$ cat config.mk
export PLATFORM = sky130hd
export DESIGN_NAME = fpu_addsub_pipe
export DESIGN_NICKNAME = d
export VERILOG_FILES = /design/src/rtl/fpu_addsub_pipe.sv
export SDC_FILE = /design/constraint.sdc
export NUM_CORES = 1
export LEC_CHECK = 0
export ABC_AREA = 0
export BUFFER_PORTS_ARGS = -buffer_cell sky130_fd_sc_hd__buf_2
export CAP_MARGIN = 20
export CORE_MARGIN = 8
export CORE_UTILIZATION = 30
export DETAILED_ROUTE_END_ITERATION = 10
export GPL_TIMING_DRIVEN = 0
export HOLD_SLACK_MARGIN = 0.05
export PLACE_DENSITY_LB_ADDON = 0.08
export SYNTH_ARGS = -nofsm -noshare
export SYNTH_HDL_FRONTEND = slang
export SYNTH_SLANG_ARGS = --single-unit
$ cat constraint.sdc
create_clock -name clock -period 5.81 [get_ports clock]
set_input_delay 0.581 -clock clock [delete_from_list [all_inputs] [get_ports clock]]
set_output_delay 0.581 -clock clock [all_outputs]
set_load 0.03 [all_outputs]
$ cat src/rtl/fpu_addsub_pipe.sv
// fpu_addsub_pipe: three-stage IEEE-754 binary adder/subtractor, RNE rounding.
//   Defaults to half precision; EXPW=8/FRACW=23 gives single precision.
//   S1 classifies, orders by magnitude and aligns.
//   S2 adds or subtracts the significands.
//   S3 normalises, rounds and produces the result and flags.
// Ports:
//   clock, reset_n       rising-edge clock, asynchronous active-low reset
//   in_valid/in_ready    input handshake; in_ready = ~out_valid | out_ready
//   in_a, in_b, in_sub   operands {sign, exp, frac}; in_sub=1 computes A-B
//   out_valid/out_ready  output handshake
//   out_result           rounded result
//   out_flags            {NV, OF, UF, NX}, valid while out_valid=1
module fpu_addsub_pipe #(
  parameter int EXPW  = 5,
  parameter int FRACW = 10,
  parameter int W     = 1 + EXPW + FRACW
) (
  input  logic         clock,
  input  logic         reset_n,
  input  logic         in_valid,
  output logic         in_ready,
  input  logic [W-1:0] in_a,
  input  logic [W-1:0] in_b,
  input  logic         in_sub,
  output logic         out_valid,
  input  logic         out_ready,
  output logic [W-1:0] out_result,
  output logic [3:0]   out_flags
);
  // Aligned significand field: implicit bit, fraction, guard, round, sticky.
  localparam int MW  = FRACW + 4;
  localparam int SHW = $clog2(MW + 1);
  localparam logic [EXPW-1:0] EXP_ONES = '1;
  localparam logic [W-1:0]    QNAN     = {1'b0, {EXPW{1'b1}}, 1'b1, {(FRACW-1){1'b0}}};

  function automatic logic [SHW-1:0] lzc(input logic [MW-1:0] v);
    logic [SHW-1:0] n;
    logic           found;
    n     = SHW'(MW);
    found = 1'b0;
    for (int i = MW - 1; i >= 0; i--) begin
      if (!found && v[i]) begin
        n     = SHW'(MW - 1 - i);
        found = 1'b1;
      end
    end
    return n;
  endfunction

  function automatic logic rneInc(input logic lsb, input logic g, input logic r, input logic s);
    return g & (r | s | lsb);
  endfunction

  logic adv;
  assign adv      = ~out_valid | out_ready;
  assign in_ready = adv;

  // ---------------- S1: classify, order, align ----------------
  logic             signA, signB, nanA, nanB, snanA, snanB, infA, infB, aBig;
  logic [EXPW-1:0]  expA, expB, expL, expS, effExpL, effExpS, expDiff;
  logic [FRACW-1:0] fracA, fracB, fracL, fracS;
  logic             signL, signS, nvIn, specIn;
  logic [SHW-1:0]   shAmt;
  logic [2*MW-1:0]  wideS;
  logic [MW-1:0]    alignS;
  logic [W-1:0]     specResIn;

  assign signA = in_a[W-1];
  assign expA  = in_a[W-2:FRACW];
  assign fracA = in_a[FRACW-1:0];
  assign signB = in_b[W-1] ^ in_sub;
  assign expB  = in_b[W-2:FRACW];
  assign fracB = in_b[FRACW-1:0];

  always_comb begin
    nanA  = (expA == EXP_ONES) && (fracA != '0);
    nanB  = (expB == EXP_ONES) && (fracB != '0);
    snanA = nanA && !fracA[FRACW-1];
    snanB = nanB && !fracB[FRACW-1];
    infA  = (expA == EXP_ONES) && (fracA == '0);
    infB  = (expB == EXP_ONES) && (fracB == '0);

    // Magnitude tie keeps A as the larger operand.
    aBig  = in_a[W-2:0] >= in_b[W-2:0];
    signL = aBig ? signA : signB;
    signS = aBig ? signB : signA;
    expL  = aBig ? expA : expB;
    expS  = aBig ? expB : expA;
    fracL = aBig ? fracA : fracB;
    fracS = aBig ? fracB : fracA;

    // Subnormals carry effective exponent 1 with a zero implicit bit.
    effExpL = (expL == '0) ? EXPW'(1) : expL;
    effExpS = (expS == '0) ? EXPW'(1) : expS;
    expDiff = effExpL - effExpS;
    shAmt   = (32'(expDiff) >= MW) ? SHW'(MW) : SHW'(expDiff);

    // Shift through a double-width field so every bit passing the round
    // position lands in the low half and can be ORed into sticky.
    wideS  = {(expS != '0), fracS, 3'b000, {MW{1'b0}}} >> shAmt;
    alignS = {wideS[2*MW-1:MW+1], wideS[MW] | (|wideS[MW-1:0])};

    nvIn   = snanA | snanB | (infA & infB & (signA ^ signB));
    specIn = nanA | nanB | infA | infB;
    if (nanA | nanB | nvIn) specResIn = QNAN;
    else if (infA)          specResIn = {signA, EXP_ONES, {FRACW{1'b0}}};
    else                    specResIn = {signB, EXP_ONES, {FRACW{1'b0}}};
  end

  logic            vld_p1, vld_p2;
  logic            sign_p1, effSub_p1, spec_p1, nv_p1;
  logic [EXPW-1:0] exp_p1;
  logic [MW-1:0]   mantL_p1, mantS_p1;
  logic [W-1:0]    specRes_p1;

  always_ff @(posedge clock) begin
    if (adv) begin
      sign_p1    <= signL;
      effSub_p1  <= signL ^ signS;
      spec_p1    <= specIn;
      nv_p1      <= nvIn;
      exp_p1     <= effExpL;
      mantL_p1   <= {(expL != '0), fracL, 3'b000};
      mantS_p1   <= alignS;
      specRes_p1 <= specResIn;
    end
  end

  // ---------------- S2: significand add/subtract ----------------
  logic [MW:0] sumS2;
  assign sumS2 = effSub_p1 ? ({1'b0, mantL_p1} - {1'b0, mantS_p1})
                           : ({1'b0, mantL_p1} + {1'b0, mantS_p1});

  logic            sign_p2, effSub_p2, spec_p2, nv_p2;
  logic [EXPW-1:0] exp_p2;
  logic [MW:0]     sum_p2;
  logic [W-1:0]    specRes_p2;

  always_ff @(posedge clock) begin
    if (adv) begin
      sign_p2    <= sign_p1;
      effSub_p2  <= effSub_p1;
      spec_p2    <= spec_p1;
      nv_p2      <= nv_p1;
      exp_p2     <= exp_p1;
      sum_p2     <= sumS2;
      specRes_p2 <= specRes_p1;
    end
  end

  // ---------------- S3: normalise, round, flags ----------------
  logic [SHW-1:0]        lz;
  logic [EXPW-1:0]       maxSh, sh, expN, expField;
  logic [MW-1:0]         norm;
  logic                  inc, ovf, nx, resSign;
  logic [EXPW+FRACW:0]   rounded;
  logic [W-1:0]          resS3;
  logic [3:0]            flagsS3;

  always_comb begin
    lz    = lzc(sum_p2[MW-1:0]);
    maxSh = exp_p2 - EXPW'(1);
    sh    = '0;
    if (sum_p2[MW]) begin
      norm = {sum_p2[MW:2], sum_p2[1] | sum_p2[0]};
      expN = exp_p2 + EXPW'(1);
    end else begin
      // Clamp keeps the exponent at 1; a zero top bit then means subnormal.
      sh   = (32'(lz) > 32'(maxSh)) ? maxSh : EXPW'(lz);
      norm = sum_p2[MW-1:0] << sh;
      expN = exp_p2 - sh;
    end
    expField = norm[MW-1] ? expN : '0;

    // Rounding into the packed {exp, frac} lets a mantissa carry bump the
    // exponent, including subnormal -> smallest normal and normal -> overflow.
    inc     = rneInc(norm[3], norm[2], norm[1], norm[0]);
    rounded = {1'b0, expField, norm[MW-2:3]} + (EXPW+FRACW+1)'(inc);
    ovf     = rounded[EXPW+FRACW:FRACW] >= {1'b0, EXP_ONES};
    nx      = norm[2] | norm[1] | norm[0];

    // An exact cancellation yields +0; only an add of two -0 keeps the sign.
    resSign = sign_p2 & ~(effSub_p2 & (sum_p2 == '0));

    if (spec_p2) begin
      resS3   = specRes_p2;
      flagsS3 = {nv_p2, 3'b000};
    end else if (ovf) begin
      resS3   = {resSign, EXP_ONES, {FRACW{1'b0}}};
      flagsS3 = 4'b0101;
    end else begin
      resS3   = {resSign, rounded[EXPW+FRACW-1:0]};
      flagsS3 = {2'b00, (rounded[EXPW+FRACW-1:FRACW] == '0) & nx, nx};
    end
  end

  always_ff @(posedge clock or negedge reset_n) begin
    if (!reset_n) begin
      vld_p1     <= 1'b0;
      vld_p2     <= 1'b0;
      out_valid  <= 1'b0;
      out_result <= '0;
      out_flags  <= '0;
    end else if (adv) begin
      vld_p1     <= in_valid;
      vld_p2     <= vld_p1;
      out_valid  <= vld_p2;
      out_result <= resS3;
      out_flags  <= flagsS3;
    end
  end

endmodule

# After elaboration in Yosys (flattened, before gate mapping)
# Cells that the tools add are included.
[totals]
input_bits = 37
out_inout_bits = 22
ff_bits = 113
wordCells = 150
[classes]
muxes = 46
shifts = 2
bitwise_logic = 24
order_cmp = 4
n_addsub = 7
n_reduce_logical = 45
eq_ne = 2
[ops]
columns = ["op", "count"]
rows = [
  ["two-way mux 4 bit", 16],
  ["two-way mux 5 bit", 7],
  ["two-way mux 16 bit", 2],
  ["two-way mux 15 bit", 2],
  ["right shift 28 x 4 -> 28 bit", 1],
  ["logical NOT 10 bit", 2],
  ["two-way mux 10 bit", 2],
  ["nonzero test 10 bit", 2],
  ["logical AND 1 bit", 19],
  ["adder 15 x 1 -> 16 bit", 1],
  ["adder 14 x 14 -> 15 bit", 1],
  ["greater-or-equal comparator 15 bit", 1],
  ["logical NOT 1 bit", 15],
  ["logical NOT 15 bit", 1],
  ["logical NOT 5 bit", 3],
  ["two-way mux 1 bit", 15],
  ["subtractor 14 x 14 -> 15 bit", 1],
  ["two-way mux 14 bit", 1],
  ["OR reduction 14 bit", 1],
  ["left shift 14 x 5 -> 14 bit", 1],
  ["OR 1 bit", 13],
  ["== test 5 bit (second input constant)", 2],
  ["nonzero test 5 bit", 2],
  ["subtractor 5 bit", 2],
  ["9 further kinds", 17],
]

# Longest topological paths before layout
[logic_depth]
word_depth = 52
ltp_mapped = 30
mapped_depth_nobuf = 27

# Least setup slack after synthesis
# No wires, ideal clock.
[synth_timing]
path_kind = "input-to-reg"
start = "input in_b[7]"
end = "register mantS_p1[0] (data pin)"
path_slack_ns = -1.000
path_stages = 25
path_buffers = 6
t_required_ns = 5.548
t_arrival_ns = 6.548
setup_ns = 0.262
cell_sequence = "inv_1 -> ha_1 -> and4_1 -> a41o_1 -> a21o_1 -> a211o_1 -> o32a_1 -> clkbuf_1 -> clkbuf_1 -> clkbuf_1 -> buf_1 -> buf_1 -> mux2i_1 -> ha_1 -> nor2b_1 -> o21a_1 -> or3_1 -> a311oi_1 -> clkbuf_1 -> mux4_2 -> mux2i_1 -> mux2i_1 -> nor4_1 -> a31o_2 -> nand3_1"
[synth_between]
elab_chain_len = 10
elab_cells_between_ends = 15
classes_between = "1 x add/sub; 2 x order compare; 1 x shift; 6 x mux; 1 x bitwise; 4 x reduce/logical"
[synth_rtl]
columns = ["element", "line_no", "source"]
rows = [
  ["start: declaration", "23", "input logic [W-1:0] in_b,"],
  ["greater-or-equal comparator 15 bit", "84", "aBig = in_a[W-2:0] >= in_b[W-2:0];"],
  ["two-way mux 5 bit (on tied branches)", "87, 88", ""],
  ["logical NOT 5 bit (on tied branches)", "93, 94", ""],
  ["two-way mux 5 bit (on tied branches)", "93, 94", ""],
  ["subtractor 5 bit", "95", "expDiff = effExpL - effExpS;"],
  ["greater-or-equal comparator 5 x 4 -> 1 bit", "96", "shAmt = (32'(expDiff) >= MW) ? SHW'(MW) : SHW'(expDiff);"],
  ["two-way mux 4 bit", "96", ""],
  ["right shift 28 x 4 -> 28 bit *", "100", "wideS = {(expS != '0), fracS, 3'b000, {MW{1'b0}}} >> shAmt;"],
  ["OR reduction 14 bit", "101", "alignS = {wideS[2*MW-1:MW+1], wideS[MW] | (|wideS[MW-1:0])};"],
  ["OR 1 bit *", "101", ""],
  ["via alignS[0]", "65", "logic [MW-1:0] alignS;"],
  ["end signal: assignment", "124", "mantS_p1 <= alignS;"],
  ["end: declaration", "113", "logic [MW-1:0] mantL_p1, mantS_p1;"],
]
# The timed path passes the listed nets; every way through them passes the cells marked *.
# A chain may end at the register's enable or synchronous reset.

# Final worst setup path
[layout_timing]
start = "register sum_p2[13]"
end = "register out_result[6]"
[layout_between]
elab_chain_len = 51
elab_cells_between_ends = 67
classes_between = "2 x add/sub; 2 x order compare; 1 x shift; 33 x mux; 3 x bitwise; 26 x reduce/logical"
[layout_rtl]
columns = ["element", "line_no", "source"]
rows = [
  ["start: declaration", "136", "logic [MW:0] sum_p2;"],
  ["start signal: assignment", "146", "sum_p2 <= sumS2;"],
  ["two-way mux 1 bit", "42", "if (!found && v[i]) begin"],
  ["logical NOT 1 bit", "42", ""],
  ["logical AND 1 bit", "42", ""],
  ["two-way mux 1 bit", "42", ""],
  ["logical NOT 1 bit", "42", ""],
  ["logical AND 1 bit", "42", ""],
  ["two-way mux 1 bit", "42", ""],
  ["logical NOT 1 bit", "42", ""],
  ["(+34 left out)", "-", ""],
  ["left shift 14 x 5 -> 14 bit", "170", "norm = sum_p2[MW-1:0] << sh;"],
  ["two-way mux 14 bit", "164", "if (sum_p2[MW]) begin"],
  ["OR 1 bit (2 in series)", "51", "return g & (r | s | lsb);"],
  ["bitwise AND 1 bit", "51", ""],
  ["adder 15 x 1 -> 16 bit *", "178", "rounded = {1'b0, expField, norm[MW-2:3]} + (EXPW+FRACW+1)'(inc);"],
  ["greater-or-equal comparator 6 x 5 -> 1 bit", "179", "ovf = rounded[EXPW+FRACW:FRACW] >= {1'b0, EXP_ONES};"],
  ["two-way mux 15 bit *", "188", "end else if (ovf) begin"],
  ["two-way mux 16 bit *", "185", "if (spec_p2) begin"],
  ["end signal: assignment", "208", "out_result <= resS3;"],
  ["end: declaration", "27", "output logic [W-1:0] out_result,"],
]
# Every way passes the cells marked *; elsewhere a longest branch is shown, timed or not.

==> flow_summary_export.csv <==
group,metric,value,unit
global_routing,wire_length_of_the_first_global_routing_pass,40100,µm
timing,report.final.hold_viol_count,0,
yosys,synth_largest_type_area_fraction,0.240,
floorplanning,start_util,0.301,
status,status,"finished with violations",
clock_network,cts.path.max_buffers,2,
layout,layout-drive-gt1-share,0.334,
timing,slew_viol_final,0,
yosys,synth_cell_type_count,86,
floorplanning,num_rows,59,
timing,worst_clock_skew,11.9,ps
detailed_routing,postRouteWirelength,25500,µm
placement,placed_cell_count,1268,
timing,slew_headroom,0.437,
global_routing,grt-ovfl-total,0,
worst_setup_path,r2r_cells,21,
detailed_routing,drc_errors,0,
yosys,synthTopCellsByArea,"sky130_fd_sc_hd__edfxtp_1 24%, sky130_fd_sc_hd__ha_1 8.5%, sky130_fd_sc_hd__dfrtp_1 7.4%",
yosys,synth_seq_cells,85,
global_routing,antenna_found_initial,0,
worst_setup_path,endpoint_kind,"flip-flop",
yosys,yosys_warnings,0,
clock_network,cts_hold_buffers,0,
clock_network,cts-buffers-inserted,9,
timing,rsz0062_at_grt,"true",
worst_setup_path,worst-endpoint-required,6050,ps
yosys,yosysSeqAreaShare,0.314,
worst_setup_path,setup.worst_path.class,"flip-flop to flip-flop",
detailed_routing,route.detailed.vias_per_inst,5.34,
min_path,worstHoldPathType,"primary input to async pin",
floorplanning,die_x,177,µm
clock_network,sinks_on_clock_net,85,
layout,area_delta_synth_final,36.9,%
yosys,syn_avg_cell_area,8.88,µm²
detailed_routing,wire_per_inst,18.5,µm
detailed_routing,route.antenna.remaining_nets,0,
placement,portBuffers,58,
clock_network,tritoncts,"done",
placement,place_congestion,0.906,
yosys,synth-adder-area-share,0.0931,
floorplanning,die_height,177,µm
yosys,synth_cells,874,
power_and_ir_drop,power.leakage,4.36,nW
floorplanning,core,25800,µm²
yosys,synth_area_leader,"sky130_fd_sc_hd__edfxtp_1",
timing,period_share,1.01,
timing,final.min_clock_period,5860,ps
detailed_routing,met3_length,863,µm
clock_network,cts_htree_levels,3,
yosys,synth-edff-count,62,
detailed_routing,routedLengthMet1,11500,µm
timing,tightestPinTransition,839,ps
floorplanning,design.die.area,31300,µm²
yosys,muxShareOfSynthArea,0.0727,
placement,pre_cts_ws,-1510,ps
global_routing,maximum_number_of_pins_on_one_net_before_global_route_repair,58,
global_routing,grt_pass1_vias,7365,
worst_setup_path,worstSetupStartpointType,"flip-flop",
status,violations,"setup timing",
timing,setup_viol,5,
detailed_routing,drt_first_pass_iters,5,
placement,post-dp-hpwl,19200,µm
job,max_cap_violations,0,
clock_network,clock_transition_time_at_the_flip_flop_clock_pins_of_the_worst_setup_and_hold_paths,70,ps
global_routing,grt_util_all_layers,0.160,
worst_setup_path,timing.critical_path.arrival,6100,ps
detailed_routing,met2WireLength,12700,µm
yosys,post_synth_xor_area_fraction,0.0372,
floorplanning,pin_count,59,
yosys,synth_area,7760,µm²
worst_setup_path,critical_path_peak_fanout,5,
layout,fin_nets,1133,
yosys,share_of_async_settable_or_async_resettable_flops_after_synthesis,0.271,
power_and_ir_drop,post-layout-total-power,6.68,mW
power_and_ir_drop,peakVddDrop,250,µV
timing,max_freq,171,MHz
yosys,synth_compound_area_frac,0.226,
power_and_ir_drop,power_density,628,nW/µm²
detailed_routing,detail_route.iter0.violations,462,
yosys,post_synth_top_flop,"sky130_fd_sc_hd__edfxtp_1",
layout,finalNonFillerCells,1380,
detailed_routing,maxUsedRoutingLayer,"met4",
timing,final.setup.worst_slack,-50.1,ps
yosys,post_synth_simple_gate_area,0.198,
yosys,synth_top_family_by_area,"compound AO/OA/AOI/OAI gates",
clock_network,cts-root-buf,"sky130_fd_sc_hd__clkbuf_16",
detailed_routing,vias,7373,
clock_network,worst_skew_pair.late_latency,340,ps
layout,antennaDiodeCount,0,
yosys,postSynthNetCount,967,
-- stage by stage --
step	area [µm²]	utilization	hold WS, ps	TNS, ps
2_1_floorplan	7870	-	285	-357
3_5_place_dp	8610	0.334	409	-35140
6_report	10600	0.412	213	-221
3_3_place_gp	8580	0.333	404	-36090
4_1_cts	9950	0.386	210	-1140
5_1_grt	10600	0.412	243	-1930
-- per-layer routing --
metal  GRT usage  vias to the layer above
li1            -                     3617
met1       0.203                     3557
met2       0.279                      165
met3      0.0183                       34
met4      0.0487                        0
met5           0                        -
-- final timing paths --
path,startpoint,endpoint,slack (ps)
worst max-delay path,sum_p2[13],out_result[6],-50
worst min-delay path,reset_n,out_result[5],210
worst max register to register,sum_p2[13],out_result[6],-50
worst min register to register,exp_p1[2],exp_p2[2],420
max in group asynchronous,reset_n,out_result[10],5220
min in group clock,exp_p1[2],exp_p2[2],420
-- what timing repair did --
action,CTS,global route
gates cloned,2,0
pin swaps,48,56
gates resized for setup,120,115
endpoints found under the setup margin,32,28
setup buffers,55,43
-- final cells by class --
cell class	count	area [µm²]
flip-flops and latches	85	2440
multi-input cells	682	5620
inverters	68	315
fillers	2586	15100
clock buffers	9	225
well taps	335	419
clock inverters	7	73.8
plain buffers	36	309
repair buffers	158	1230
-- power by group --
part | internal, mW | total (mW) | switching [mW] | leakage [nW]
logic | 2.24 | 5.03 | 2.79 | 3.29
registers | 0.942 | 1.07 | 0.131 | 0.923
clock network | 0.304 | 0.572 | 0.268 | 0.149
total | 3.49 | 6.68 | 3.19 | 4.36
-- cell usage after synthesis (5+ instances only) --
master                     number
sky130_fd_sc_hd__nand2_1       83
sky130_fd_sc_hd__nor3_1        22
sky130_fd_sc_hd__nor2b_1       14
sky130_fd_sc_hd__o22ai_1        6
sky130_fd_sc_hd__edfxtp_1      62
sky130_fd_sc_hd__o31ai_1       12
sky130_fd_sc_hd__buf_2          7
sky130_fd_sc_hd__ha_1          53
sky130_fd_sc_hd__a211oi_1      14
sky130_fd_sc_hd__and2_1        10
sky130_fd_sc_hd__a21oi_1       58
sky130_fd_sc_hd__or2_2          6
sky130_fd_sc_hd__inv_1         65
sky130_fd_sc_hd__a32oi_1        5
sky130_fd_sc_hd__nand4_1       13
sky130_fd_sc_hd__nand3_1       23
sky130_fd_sc_hd__nor4_1         8
sky130_fd_sc_hd__clkbuf_1      22
sky130_fd_sc_hd__dfrtp_1       23
sky130_fd_sc_hd__nor2_1        61
sky130_fd_sc_hd__o21bai_1       8
sky130_fd_sc_hd__xor2_1        12
sky130_fd_sc_hd__o211ai_1       9
sky130_fd_sc_hd__and3_1        12
sky130_fd_sc_hd__mux2i_1       41
sky130_fd_sc_hd__or4_1          5
sky130_fd_sc_hd__mux2_2         5
sky130_fd_sc_hd__a31oi_1        6
sky130_fd_sc_hd__buf_6          5
sky130_fd_sc_hd__o21ai_0       46
sky130_fd_sc_hd__o21a_1         8
sky130_fd_sc_hd__nand2b_1       9
sky130_fd_sc_hd__a21o_1         8
sky130_fd_sc_hd__a32o_1        10
sky130_fd_sc_hd__xnor2_1       21
sky130_fd_sc_hd__or3_1          9
-- critical path, cell delays in order, from the launching register on --
cell and delay [ps]:
sky130_fd_sc_hd__edfxtp_1 480, sky130_fd_sc_hd__or4_4 600, sky130_fd_sc_hd__nor4_4 270, sky130_fd_sc_hd__or3_4 170
sky130_fd_sc_hd__inv_2 40, sky130_fd_sc_hd__ha_4 270, sky130_fd_sc_hd__nand3_4 80, sky130_fd_sc_hd__o221a_4 300
sky130_fd_sc_hd__buf_12 130, sky130_fd_sc_hd__nor3_4 380, sky130_fd_sc_hd__buf_6 180, sky130_fd_sc_hd__o211ai_1 120
sky130_fd_sc_hd__nand3_1 200, sky130_fd_sc_hd__o211ai_1 160, sky130_fd_sc_hd__o31ai_2 290, sky130_fd_sc_hd__nand4_1 200
sky130_fd_sc_hd__or4b_4 560, sky130_fd_sc_hd__mux2_4 320, sky130_fd_sc_hd__or4_4 540, sky130_fd_sc_hd__buf_12 150
sky130_fd_sc_hd__buf_8 110, sky130_fd_sc_hd__a32o_1 210
-- state kept, by name (all words and copies together), names as in the netlist, 2 cells and up --
register	flops
out_result	16
mantS_p1	14
exp_p1	5
specRes_p1	2
out_flags	4
mantL_p1	11
specRes_p2	2
exp_p2	5
sum_p2	15
-- logic make-up (layout without fill, tap and decap cells) --
family                   after synthesis  after routing
multiplexers                          51             51
adder cells (fa/ha/maj)               56             56
flip-flops                            85             85
buffers and inverters                107            278
AND/OR/NAND/NOR                      295            295
AO/OA/AOI/OAI                        247            247
XOR/XNOR                              33             33
-- placed cells by master (no fill, tap or decap), types with 8 or more instances in the layout --
master                      count
sky130_fd_sc_hd__and3_1        11
sky130_fd_sc_hd__a211oi_1      12
sky130_fd_sc_hd__edfxtp_1      62
sky130_fd_sc_hd__inv_1         49
sky130_fd_sc_hd__nor3_1        17
sky130_fd_sc_hd__nand4_1       13
sky130_fd_sc_hd__xnor2_1       17
sky130_fd_sc_hd__nor2_1        55
sky130_fd_sc_hd__o21bai_1       8
sky130_fd_sc_hd__dfrtp_1       23
sky130_fd_sc_hd__mux2i_1       37
sky130_fd_sc_hd__ha_1          36
sky130_fd_sc_hd__xor2_1        10
sky130_fd_sc_hd__o31ai_1        8
sky130_fd_sc_hd__a32o_1        10
sky130_fd_sc_hd__ha_4          14
sky130_fd_sc_hd__and2_1         8
sky130_fd_sc_hd__a21oi_1       50
sky130_fd_sc_hd__inv_4          8
sky130_fd_sc_hd__o21ai_0       41
sky130_fd_sc_hd__nand3_1       19
sky130_fd_sc_hd__clkbuf_16     11
sky130_fd_sc_hd__buf_6         18
sky130_fd_sc_hd__o211ai_1       9
sky130_fd_sc_hd__nand2b_1       9
sky130_fd_sc_hd__a21o_1         8
sky130_fd_sc_hd__nand2_1       81
sky130_fd_sc_hd__nor2b_1       12
sky130_fd_sc_hd__clkbuf_1       9
sky130_fd_sc_hd__buf_2         44
sky130_fd_sc_hd__o21a_1         8
sky130_fd_sc_hd__buf_4        103
sky130_fd_sc_hd__or3_1          8
(Power assumes the default switching activity.)
